<file path="src/rtl/accum_stage_if.sv">
// Handshake bundle for accum_stage: operand stream in, result out.
// master: operand source + result consumer (drives start/target/in_*/out_ready).
// slave:  accum_stage itself (drives in_ready, out_valid, acc, carry_cnt, ovf, busy).
interface accum_stage_if #(
    parameter int WIDTH = 6,
    parameter int CNT_W = 4
);
    logic             start;
    logic [CNT_W-1:0] target;
    logic             in_valid;
    logic [WIDTH-1:0] in_data;
    logic             in_ready;
    logic             out_valid;
    logic             out_ready;
    logic [WIDTH-1:0] acc;
    logic [CNT_W-1:0] carry_cnt;
    logic             ovf;
    logic             busy;

    modport master (
        output start, target, in_valid, in_data, out_ready,
        input  in_ready, out_valid, acc, carry_cnt, ovf, busy
    );

    modport slave (
        input  start, target, in_valid, in_data, out_ready,
        output in_ready, out_valid, acc, carry_cnt, ovf, busy
    );
endinterface

</file>
<file path="src/rtl/accum_stage.sv">
// Purpose: accumulates `target` 6-bit operands into a 6-bit sum plus carry count.
// Latency: result valid 1 edge after the last operand transfer (0 operands: 1 edge after start).
// Backpressure: in_ready only in ACCUM; result held in DONE until out_ready.
// Ports: clk, rst_n (async active-low), bus (accum_stage_if.slave).
module accum_stage #(
    parameter int WIDTH = 6,
    parameter int CNT_W = 4
) (
    input  logic          clk,
    input  logic          rst_n,
    accum_stage_if.slave  bus
);
    typedef enum logic [1:0] {
        IDLE  = 2'd0,
        ACCUM = 2'd1,
        DONE  = 2'd2
    } state_t;

    state_t           state;
    logic [WIDTH-1:0] acc_q;
    logic [CNT_W-1:0] carry_q;
    logic             ovf_q;
    logic [CNT_W-1:0] target_q;
    logic [CNT_W-1:0] op_cnt;

    logic [WIDTH:0]   sum;
    logic             xfer;
    logic [CNT_W-1:0] op_cnt_nxt;

    always_comb begin
        // Same arithmetic as the upstream adder: zero carry-in, MSB is carry-out.
        sum        = {1'b0, acc_q} + {1'b0, bus.in_data};
        xfer       = (state == ACCUM) && bus.in_valid;
        op_cnt_nxt = op_cnt + 1'b1;
    end

    always_ff @(posedge clk or negedge rst_n) begin
        if (!rst_n) begin
            state    <= IDLE;
            acc_q    <= '0;
            carry_q  <= '0;
            ovf_q    <= 1'b0;
            target_q <= '0;
            op_cnt   <= '0;
        end else begin
            case (state)
                IDLE: begin
                    if (bus.start) begin
                        acc_q    <= '0;
                        carry_q  <= '0;
                        ovf_q    <= 1'b0;
                        op_cnt   <= '0;
                        target_q <= bus.target;
                        state    <= (bus.target == '0) ? DONE : ACCUM;
                    end
                end
                ACCUM: begin
                    if (xfer) begin
                        acc_q   <= sum[WIDTH-1:0];
                        carry_q <= carry_q + CNT_W'(sum[WIDTH]);
                        ovf_q   <= ovf_q | sum[WIDTH];
                        op_cnt  <= op_cnt_nxt;
                        if (op_cnt_nxt == target_q) begin
                            state <= DONE;
                        end
                    end
                end
                DONE: begin
                    // start is deliberately not looked at here; out_ready wins.
                    if (bus.out_ready) begin
                        state <= IDLE;
                    end
                end
                default: state <= IDLE;
            endcase
        end
    end

    // Handshake outputs are pure state decodes, so nothing from the input
    // side reaches an output combinationally.
    assign bus.in_ready  = (state == ACCUM);
    assign bus.out_valid = (state == DONE);
    assign bus.busy      = (state != IDLE);
    assign bus.acc       = acc_q;
    assign bus.carry_cnt = carry_q;
    assign bus.ovf       = ovf_q;
endmodule

</file>
<file path="src/flat_wrapper.sv">
// flat-port wrapper written by rule: the top's interface ports become plain ports
module accum_stage_flat 
#(
    parameter int WIDTH = 6,
    parameter int CNT_W = 4
)
  (clk, rst_n, bus_start, bus_target, bus_in_valid, bus_in_data, bus_out_ready, bus_in_ready, bus_out_valid, bus_acc, bus_carry_cnt, bus_ovf, bus_busy);
  accum_stage_if #(.WIDTH(WIDTH), .CNT_W(CNT_W)) bus_i ();
  input  logic clk;
  input  logic rst_n;
  input wire logic [$bits(bus_i.start)-1:0] bus_start;
  input wire logic [$bits(bus_i.target)-1:0] bus_target;
  input wire logic [$bits(bus_i.in_valid)-1:0] bus_in_valid;
  input wire logic [$bits(bus_i.in_data)-1:0] bus_in_data;
  input wire logic [$bits(bus_i.out_ready)-1:0] bus_out_ready;
  output wire logic [$bits(bus_i.in_ready)-1:0] bus_in_ready;
  output wire logic [$bits(bus_i.out_valid)-1:0] bus_out_valid;
  output wire logic [$bits(bus_i.acc)-1:0] bus_acc;
  output wire logic [$bits(bus_i.carry_cnt)-1:0] bus_carry_cnt;
  output wire logic [$bits(bus_i.ovf)-1:0] bus_ovf;
  output wire logic [$bits(bus_i.busy)-1:0] bus_busy;
  assign bus_i.start = bus_start;
  assign bus_i.target = bus_target;
  assign bus_i.in_valid = bus_in_valid;
  assign bus_i.in_data = bus_in_data;
  assign bus_i.out_ready = bus_out_ready;
  assign bus_in_ready = bus_i.in_ready;
  assign bus_out_valid = bus_i.out_valid;
  assign bus_acc = bus_i.acc;
  assign bus_carry_cnt = bus_i.carry_cnt;
  assign bus_ovf = bus_i.ovf;
  assign bus_busy = bus_i.busy;
  accum_stage #(.WIDTH(WIDTH), .CNT_W(CNT_W)) u_core (.clk(clk), .rst_n(rst_n), .bus(bus_i));
endmodule
</file>
<file path="config.mk">
export PLATFORM = sky130hd
export DESIGN_NAME = accum_stage_flat
export DESIGN_NICKNAME = d
export VERILOG_FILES = /design/src/rtl/accum_stage_if.sv /design/src/rtl/accum_stage.sv /design/src/flat_wrapper.sv
export SDC_FILE = /design/constraint.sdc
export NUM_CORES = 1
export LEC_CHECK = 0
export ABC_AREA = 1
export ABC_CLOCK_PERIOD_IN_PS = 1900
export CAP_MARGIN = 30
export CORE_MARGIN = 2
export CORE_UTILIZATION = 45
export CTS_CLUSTER_DIAMETER = 150
export DETAILED_ROUTE_END_ITERATION = 12
export PLACE_DENSITY = 0.76
export SLEW_MARGIN = 30
export SYNTH_ARGS = -nofsm -noshare
export SYNTH_HDL_FRONTEND = slang
export SYNTH_SLANG_ARGS = --single-unit
export TNS_END_PERCENT = 1
</file>
<file path="constraint.sdc">
create_clock -name clk -period 1.9 [get_ports clk]
set_clock_uncertainty 0.2 [all_clocks]
set_input_delay 0.38 -clock clk [delete_from_list [all_inputs] [get_ports clk]]
set_output_delay 0.38 -clock clk [all_outputs]
set_load 0.1 [all_outputs]
</file>
==> impl_metrics.tcl, run 1 <==
set metrics [dict create \
    grt_pass1_vias 1308 \
    synth_flop_cell "dfrtp_1" \
    placed_cells 234 \
    synth-seq-cells 21 \
    slew_viol_final 0 \
    start_util_pct 46.8 \
    regArea_sq_um 543 \
    num_rows 19 \
    clk_latency_ps 320 \
    drc 0 \
    maxCapViolations 0 \
    synth.area.mux_share_pct 0 \
    vdd_drop_max_mv 1.53 \
    synth_xor_area_share_pct 0.685 \
    clock_path_buffers 2 \
    grt_pass1_wl_microns 5640 \
    syn_to_final_growth_pct 58.4 \
    synth-edff-count 0 \
    fill_cells 183 \
    first_pass_iters 4 \
    htree_levels 1 \
    worstSetupEndpointType "register" \
    synth_cells 160 \
    placed_cell_area_sq_um 1900 \
    grt_max_degree 22 \
    die-area_sq_um 3280 \
    die_h_microns 57.3 \
    drive_above_1_share_pct 34.0 \
    num_vias 1269 \
    synth-simple-area-share_pct 23.4 \
    cts.sinks 21 \
    setup_viol 5 \
    syn_avg_cell_area_sq_um 7.99 \
    ant_nets 0 \
    start_kind "register" \
    wl_per_cell_microns 14.5 \
    yosysWarnings 0 \
    fin_crit_sh_pct 116 \
    slew_headroom_pct 81.4 \
    critPathArrivalTime_ps 2210 \
    synthArstFlopShare_pct 100 \
    pwr_density_cell_nw_per_um2 1660 \
    dp_hpwl_microns 2540 \
    worst_pin_slew_ps 279 \
    fin_nets 238 \
    period_needed_ps 2200 \
    synth_top_family_by_area "simple AND/OR/NAND/NOR gates" \
    clock.fmax_ghz 0.455 \
    fp.coreArea_sq_um 2730 \
    p_leak_nw 0.975 \
    antenna_found_initial 0 \
    synth.cell_area_sq_um 1280 \
    num_io_pins 29 \
    p_total_w 0.00336 \
    crit_type "reg2reg" \
    cts_root_buffer "clkbuf_4" \
    synthAdderAreaFrac_pct 10.4 \
    cts_tree "yes" \
    finalWirelength_microns 3540 \
    design_area_sq_um 2030 \
    final_core_util_pct 74.1 \
    synth-compound-area-share_pct 14.9 \
    rsz0062_at_grt "yes" \
    fp.dieW_microns 57.3 \
    finalHoldViolations 0 \
    synth_fp_nets 185 \
    grt_use_total_pct 21.7 \
    outcome "complete, but fails checks" \
    clk_pin_slew_ps 130 \
    worstPathRequired_ps 1920 \
    viasPerCell 5.22 \
    port_buffers 28 \
    setup_slack_ps -298 \
    multi_input_area_sq_um 732 \
    hp-class "in2async" \
    synth-seq-area-share_pct 41.1 \
    diodes 0 \
    grt_overflow 0 \
    crit_path_max_fanout 2 \
    fin_cells 243 \
    drtIter0Drc 47 \
    synth.distinct_cells 26 \
    violations "setup timing" \
    routabilityCongestion 0.872 \
    cts_made_buffers 3 \
]
layer usage:
metal  wire length, microns  global-route usage, %  vias up
met5                      0                      0        -
met1                   1420                   27.1      595
li1                       -                      -      635
met4                     47                   4.98        0
met3                    156                   3.63        6
met2                   1910                   39.2       33
per-stage QoR:
stage,hold WS [ps],TNS [ps],setup slack (ps)
6_report,185,-1110,-298
5_1_grt,225,-1840,-410
4_1_cts,197,-636,-202
3_5_place_dp,296,-4380,-733
3_3_place_gp,293,-3920,-693
2_1_floorplan,-116,-2020,-438
worst paths after layout:
path	start	endpoint	slack (ps)	cells after the start
setup / recovery	u_core.bus.acc[0]	u_core.bus.carry_cnt[1]	-300	9
hold / removal	rst_n	u_core.bus.acc[4]	190	2
setup reg to reg	u_core.bus.acc[0]	u_core.bus.carry_cnt[1]	-300	9
hold reg to reg	u_core.target_q[1]	u_core.target_q[1]	320	2
max in group asynchronous	rst_n	u_core.bus.acc[1]	1060	2
min in group clk	u_core.target_q[1]	u_core.target_q[1]	320	2
final cells by class:
| class | instances | share of cell area, % |
|---|---|---|
| multi-input combinational | 109 | 36.1 |
| timing repair buffer | 50 | 28.5 |
| sequential | 21 | 26.8 |
| inverter | 28 | 5.25 |
| tap | 31 | 1.91 |
| clock buffer | 3 | 1.11 |
| clock inverter | 1 | 0.247 |
flip-flops by register name, indices dropped and copies added, names as in the netlist:
name	count
u_core.bus.acc	6
u_core.bus.ovf	1
u_core.op_cnt	4
u_core.target_q	4
u_core.state	2
u_core.bus.carry_cnt	4
repair_timing:
item                       in CTS  in global routing
setup endpoints to repair       5                  7
buffers inserted                2                  3
resized for setup              15                  5
hold buffers                    0                  0
pin swaps                       6                  5
power by group:
part           internal, W  leakage, nW  switching, W
clock network    0.0000788       0.0177      0.000149
logic             0.000938        0.689       0.00143
registers         0.000615        0.268      0.000151
worst max-delay path, stage by stage (launching register included):
cell and delay (ps):
dfrtp_4 450, ha_4 130, inv_2 40, fa_2 370, inv_2 70, nand2_1 40, o211ai_1 120, ha_2 270
ha_4 200, a22o_1 190
Yosys cell counts, drive strengths merged (2+ instances only):
cell / number / share of area [%]
nor3: 2 / 0.78
nand3: 8 / 3.1
dfrtp: 21 / 41
buf: 2 / 1.3
nor2: 11 / 3.4
o22ai: 3 / 1.5
o21ai: 15 / 5.9
ha: 9 / 8.8
a22o: 4 / 2.7
nand2: 39 / 13
inv: 27 / 7.9
nand4: 4 / 2.0
a21oi: 7 / 2.7
logic make-up (layout without fill, tap and decap cells):
group	count (synthesis)	in the layout
AND/OR/NAND/NOR	66	66
AO/OA/AOI/OAI	32	32
buffers and inverters	30	82
flip-flops	21	21
adder cells (fa/ha/maj)	10	10
XOR/XNOR	1	1
cell usage in the layout, fill, tap and decap left out, types with 2 or more instances in the layout:
master	netlist	routed
clkdlybuf4s50_1	0	8
nand2_4	2	2
dlygate4sd2_1	0	6
nand4_1	4	4
o22ai_1	3	3
nand2_2	2	4
a21oi_2	0	2
buf_12	0	14
ha_4	0	6
clkinv_2	1	2
ha_1	9	2
a22o_1	4	4
dfrtp_2	0	2
buf_4	0	22
a21oi_1	7	5
inv_1	25	22
clkbuf_4	0	3
o21ai_0	15	10
nand3_1	8	8
nor2_1	10	10
nand2_1	35	33
dfrtp_4	0	4
o21ai_1	0	4
inv_2	2	5
dfrtp_1	21	15
Power figures use the tool's default switching activity.
==> inputs of run 2 (changes only) <==
--- a/config.mk
+++ b/config.mk
@@ -10,7 +10,7 @@
 export CAP_MARGIN = 30
 export CORE_MARGIN = 2
 export CORE_UTILIZATION = 45
-export CTS_CLUSTER_DIAMETER = 150
+export CTS_CLUSTER_DIAMETER = 80
 export DETAILED_ROUTE_END_ITERATION = 12
 export PLACE_DENSITY = 0.76
 export SLEW_MARGIN = 30
==> results of run 2 <==
Final layout, timing and power as in run 1 (identical DEF).
==> inputs of run 3 (changes only) <==
--- a/config.mk
+++ b/config.mk
@@ -5,14 +5,14 @@
 export SDC_FILE = /design/constraint.sdc
 export NUM_CORES = 1
 export LEC_CHECK = 0
-export ABC_AREA = 1
+export ABC_AREA = 0
 export ABC_CLOCK_PERIOD_IN_PS = 1900
 export CAP_MARGIN = 30
 export CORE_MARGIN = 2
-export CORE_UTILIZATION = 45
+export CORE_UTILIZATION = 44
 export CTS_CLUSTER_DIAMETER = 80
 export DETAILED_ROUTE_END_ITERATION = 12
-export PLACE_DENSITY = 0.76
+export PLACE_DENSITY = 0.75
 export SLEW_MARGIN = 30
 export SYNTH_ARGS = -nofsm -noshare
 export SYNTH_HDL_FRONTEND = slang
==> impl_metrics.tcl, run 3 <==
set metrics [dict create \
    cp_slowest_cell "dfrtp_4" \
    pwr_density_cell_nw_per_um2 1860 \
    period_needed_ps 2410 \
    busiest_layer "met2" \
    path_common_cell "ha_4" \
    slew_viol_final 0 \
    clk_latency_ps 300 \
    grt_pass1_wl_microns 4850 \
    synth.distinct_cells 37 \
    cp_slowest_stage_delay_ps 510 \
    synth-compound-area-share_pct 13.9 \
    num_rows 19 \
    fin_cells 188 \
    grtUsageMet3_pct 3.92 \
    hp-class "in2async" \
    cts.sinks 21 \
    cts_made_buffers 3 \
    synth-seq-cells 21 \
    start_kind "register" \
    fill_cells 216 \
    cts_hold_buf 0 \
    num_vias 998 \
    synth_xor_area_share_pct 7.87 \
    syn_avg_cell_area_sq_um 11.0 \
    clock.fmax_ghz 0.414 \
    drtIter0Drc 11 \
    port_buffers 28 \
    synth-edff-count 0 \
    fin_nets 183 \
    grt_use_total_pct 19.3 \
    r2r-start "u_core.bus.acc[0]" \
    synth_top_family_by_area "simple AND/OR/NAND/NOR gates" \
    critPathArrivalTime_ps 2420 \
    outcome "complete, but fails checks" \
    p_leak_nw 0.862 \
    ant_nets 0 \
    worst-r2r-setup-slack_ps -510 \
    synth_fp_nets 136 \
    viasPerCell 5.31 \
    synth-simple-area-share_pct 15.1 \
    routabilityCongestion 0.802 \
    cts_root_buffer "clkbuf_4" \
    synth.area.mux_share_pct 5.42 \
    setup_viol 6 \
    rsz0062_at_grt "yes" \
    num_io_pins 29 \
    final_cell_mix "buf_4, dfrtp_1, buf_12" \
    crit_path_max_fanout 2 \
    final_core_util_pct 69.9 \
    grt_max_degree 22 \
    synthAdderAreaFrac_pct 10.8 \
    clk_pin_slew_ps 120 \
    crit_family "adder cells" \
    synthTopCellsByCount "dfrtp_1, nand2_1, ha_1" \
    whs_ps 207 \
    fin_crit_sh_pct 127 \
    drc 0 \
    vdd_drop_max_mv 1.58 \
    grt_pass1_vias 1085 \
    slew_headroom_pct 73.5 \
    clock_path_buffers 2 \
    netlist.area_leader.share_pct 42.9 \
    worstPathRequired_ps 1900 \
    first_pass_iters 4 \
    htree_levels 1 \
    cts_tree "yes" \
    cp.buffers_inverters 1 \
    grt_overflow 0 \
    finalHoldViolations 0 \
    die_h_microns 56.7 \
    worstRegToRegCells 11 \
    multi_input_area_sq_um 702 \
    finalWirelength_microns 2640 \
    worst_pin_slew_ps 394 \
    crit_type "reg2reg" \
    synth.cell_area_sq_um 1220 \
    drive_above_1_share_pct 40.1 \
    maxCapViolations 0 \
    regArea_sq_um 541 \
    die-area_sq_um 3220 \
    wl_per_cell_microns 14.1 \
    diodes 0 \
    worstSetupEndpointType "register" \
    synth_area_leaders "dfrtp_1, ha_1, xor2_1" \
    synthArstFlopShare_pct 100 \
    yosysWarnings 0 \
    reg2reg_to "u_core.bus.carry_cnt[1]" \
    p_total_w 0.00350 \
    met2_usage_pct 33.4 \
    fp.coreArea_sq_um 2690 \
    synth-seq-area-share_pct 42.9 \
    setup_slack_ps -514 \
    violations "setup timing" \
    netlist.top_cell.by_area "dfrtp_1" \
    largest_register_ffs 6 \
    placed_cells 183 \
    fp.dieW_microns 56.7 \
    met1_usage_pct 23.6 \
    yosysMostFrequentCell "dfrtp_1" \
    synth_cells 111 \
    antenna_found_initial 0 \
    synth_flop_cell "dfrtp_1" \
    crit_chain "ha_4 > inv_4 > fa_2 > nor2b_4 > o21ai_2 > nand2b_1 > a21o_1 > a21o_1 > ha_4 > ha_4 > a22o_2" \
    dp_hpwl_microns 2070 \
    start_util_pct 45.6 \
    syn_to_final_growth_pct 53.4 \
]
==> run 3: report_power, final <==
group          total [W]  switching [W]  internal [W]
Clock           0.000218       0.000136     0.0000819
Sequential      0.000818       0.000177      0.000641
Combinational    0.00246        0.00141       0.00105
==> run 3: per-layer routing <==
layer  wire, microns  part of all wire (%)
met3             107                   4.0
met5               0                     0
met2            1340                    51
met1            1160                    44
met4              38                   1.4
==> run 3: what timing repair did <==
item | CTS | global route
pin swaps | 5 | 1
resized for setup | 8 | 3
buffers inserted | 1 | 0
endpoints found under the setup margin | 8 | 7
==> run 3: worst reg2reg max path, cell delays in order (launching register included) <==
cell and delay [ps]:
dfrtp_4 510, ha_4 180, inv_4 50, fa_2 220
nor2b_4 50, o21ai_2 100, nand2b_1 80, a21o_1 160
a21o_1 180, ha_4 170, ha_4 200, a22o_2 220
==> run 3: through the flow <==
stage | setup WS (ps) | cell area [sq um] | TNS [ps]
floorplan | -701 | 1280 | -3040
detailed placement | -1030 | 1830 | -5890
global placement | -970 | 1830 | -5330
finish | -514 | 1880 | -2080
global route | -628 | 1880 | -2840
CTS | -530 | 1870 | -2090
==> run 3: worst max path at each step <==
stage / cells past startpoint / to / slack (ps) / from
CTS: 11 / u_core.bus.carry_cnt[1] / -530 / u_core.bus.acc[0]
floorplan: 11 / u_core.bus.carry_cnt[1] / -700 / u_core.bus.acc[0]
global placement: 12 / u_core.bus.carry_cnt[1] / -970 / bus_in_data[0]
detailed placement: 12 / u_core.bus.carry_cnt[1] / -1030 / bus_in_data[0]
global route: 11 / u_core.bus.carry_cnt[1] / -630 / u_core.bus.acc[0]
finish: 11 / u_core.bus.carry_cnt[1] / -510 / u_core.bus.acc[0]
==> run 3: kinds of logic (layout without fill, tap and decap cells) <==
group | after synthesis | in the layout
buffers and inverters | 8 | 54
multiplexers | 6 | 6
adder cells (fa/ha/maj) | 10 | 10
flip-flops | 21 | 21
AO/OA/AOI/OAI | 24 | 24
AND/OR/NAND/NOR | 31 | 31
XOR/XNOR | 11 | 11
==> run 3: cell type report <==
type	instances	share of cell area (%)
inverter	6	1.47
tap	31	2.07
sequential	21	28.8
multi-input combinational	82	37.4
timing repair buffer	44	28.9
clock buffer	4	1.40
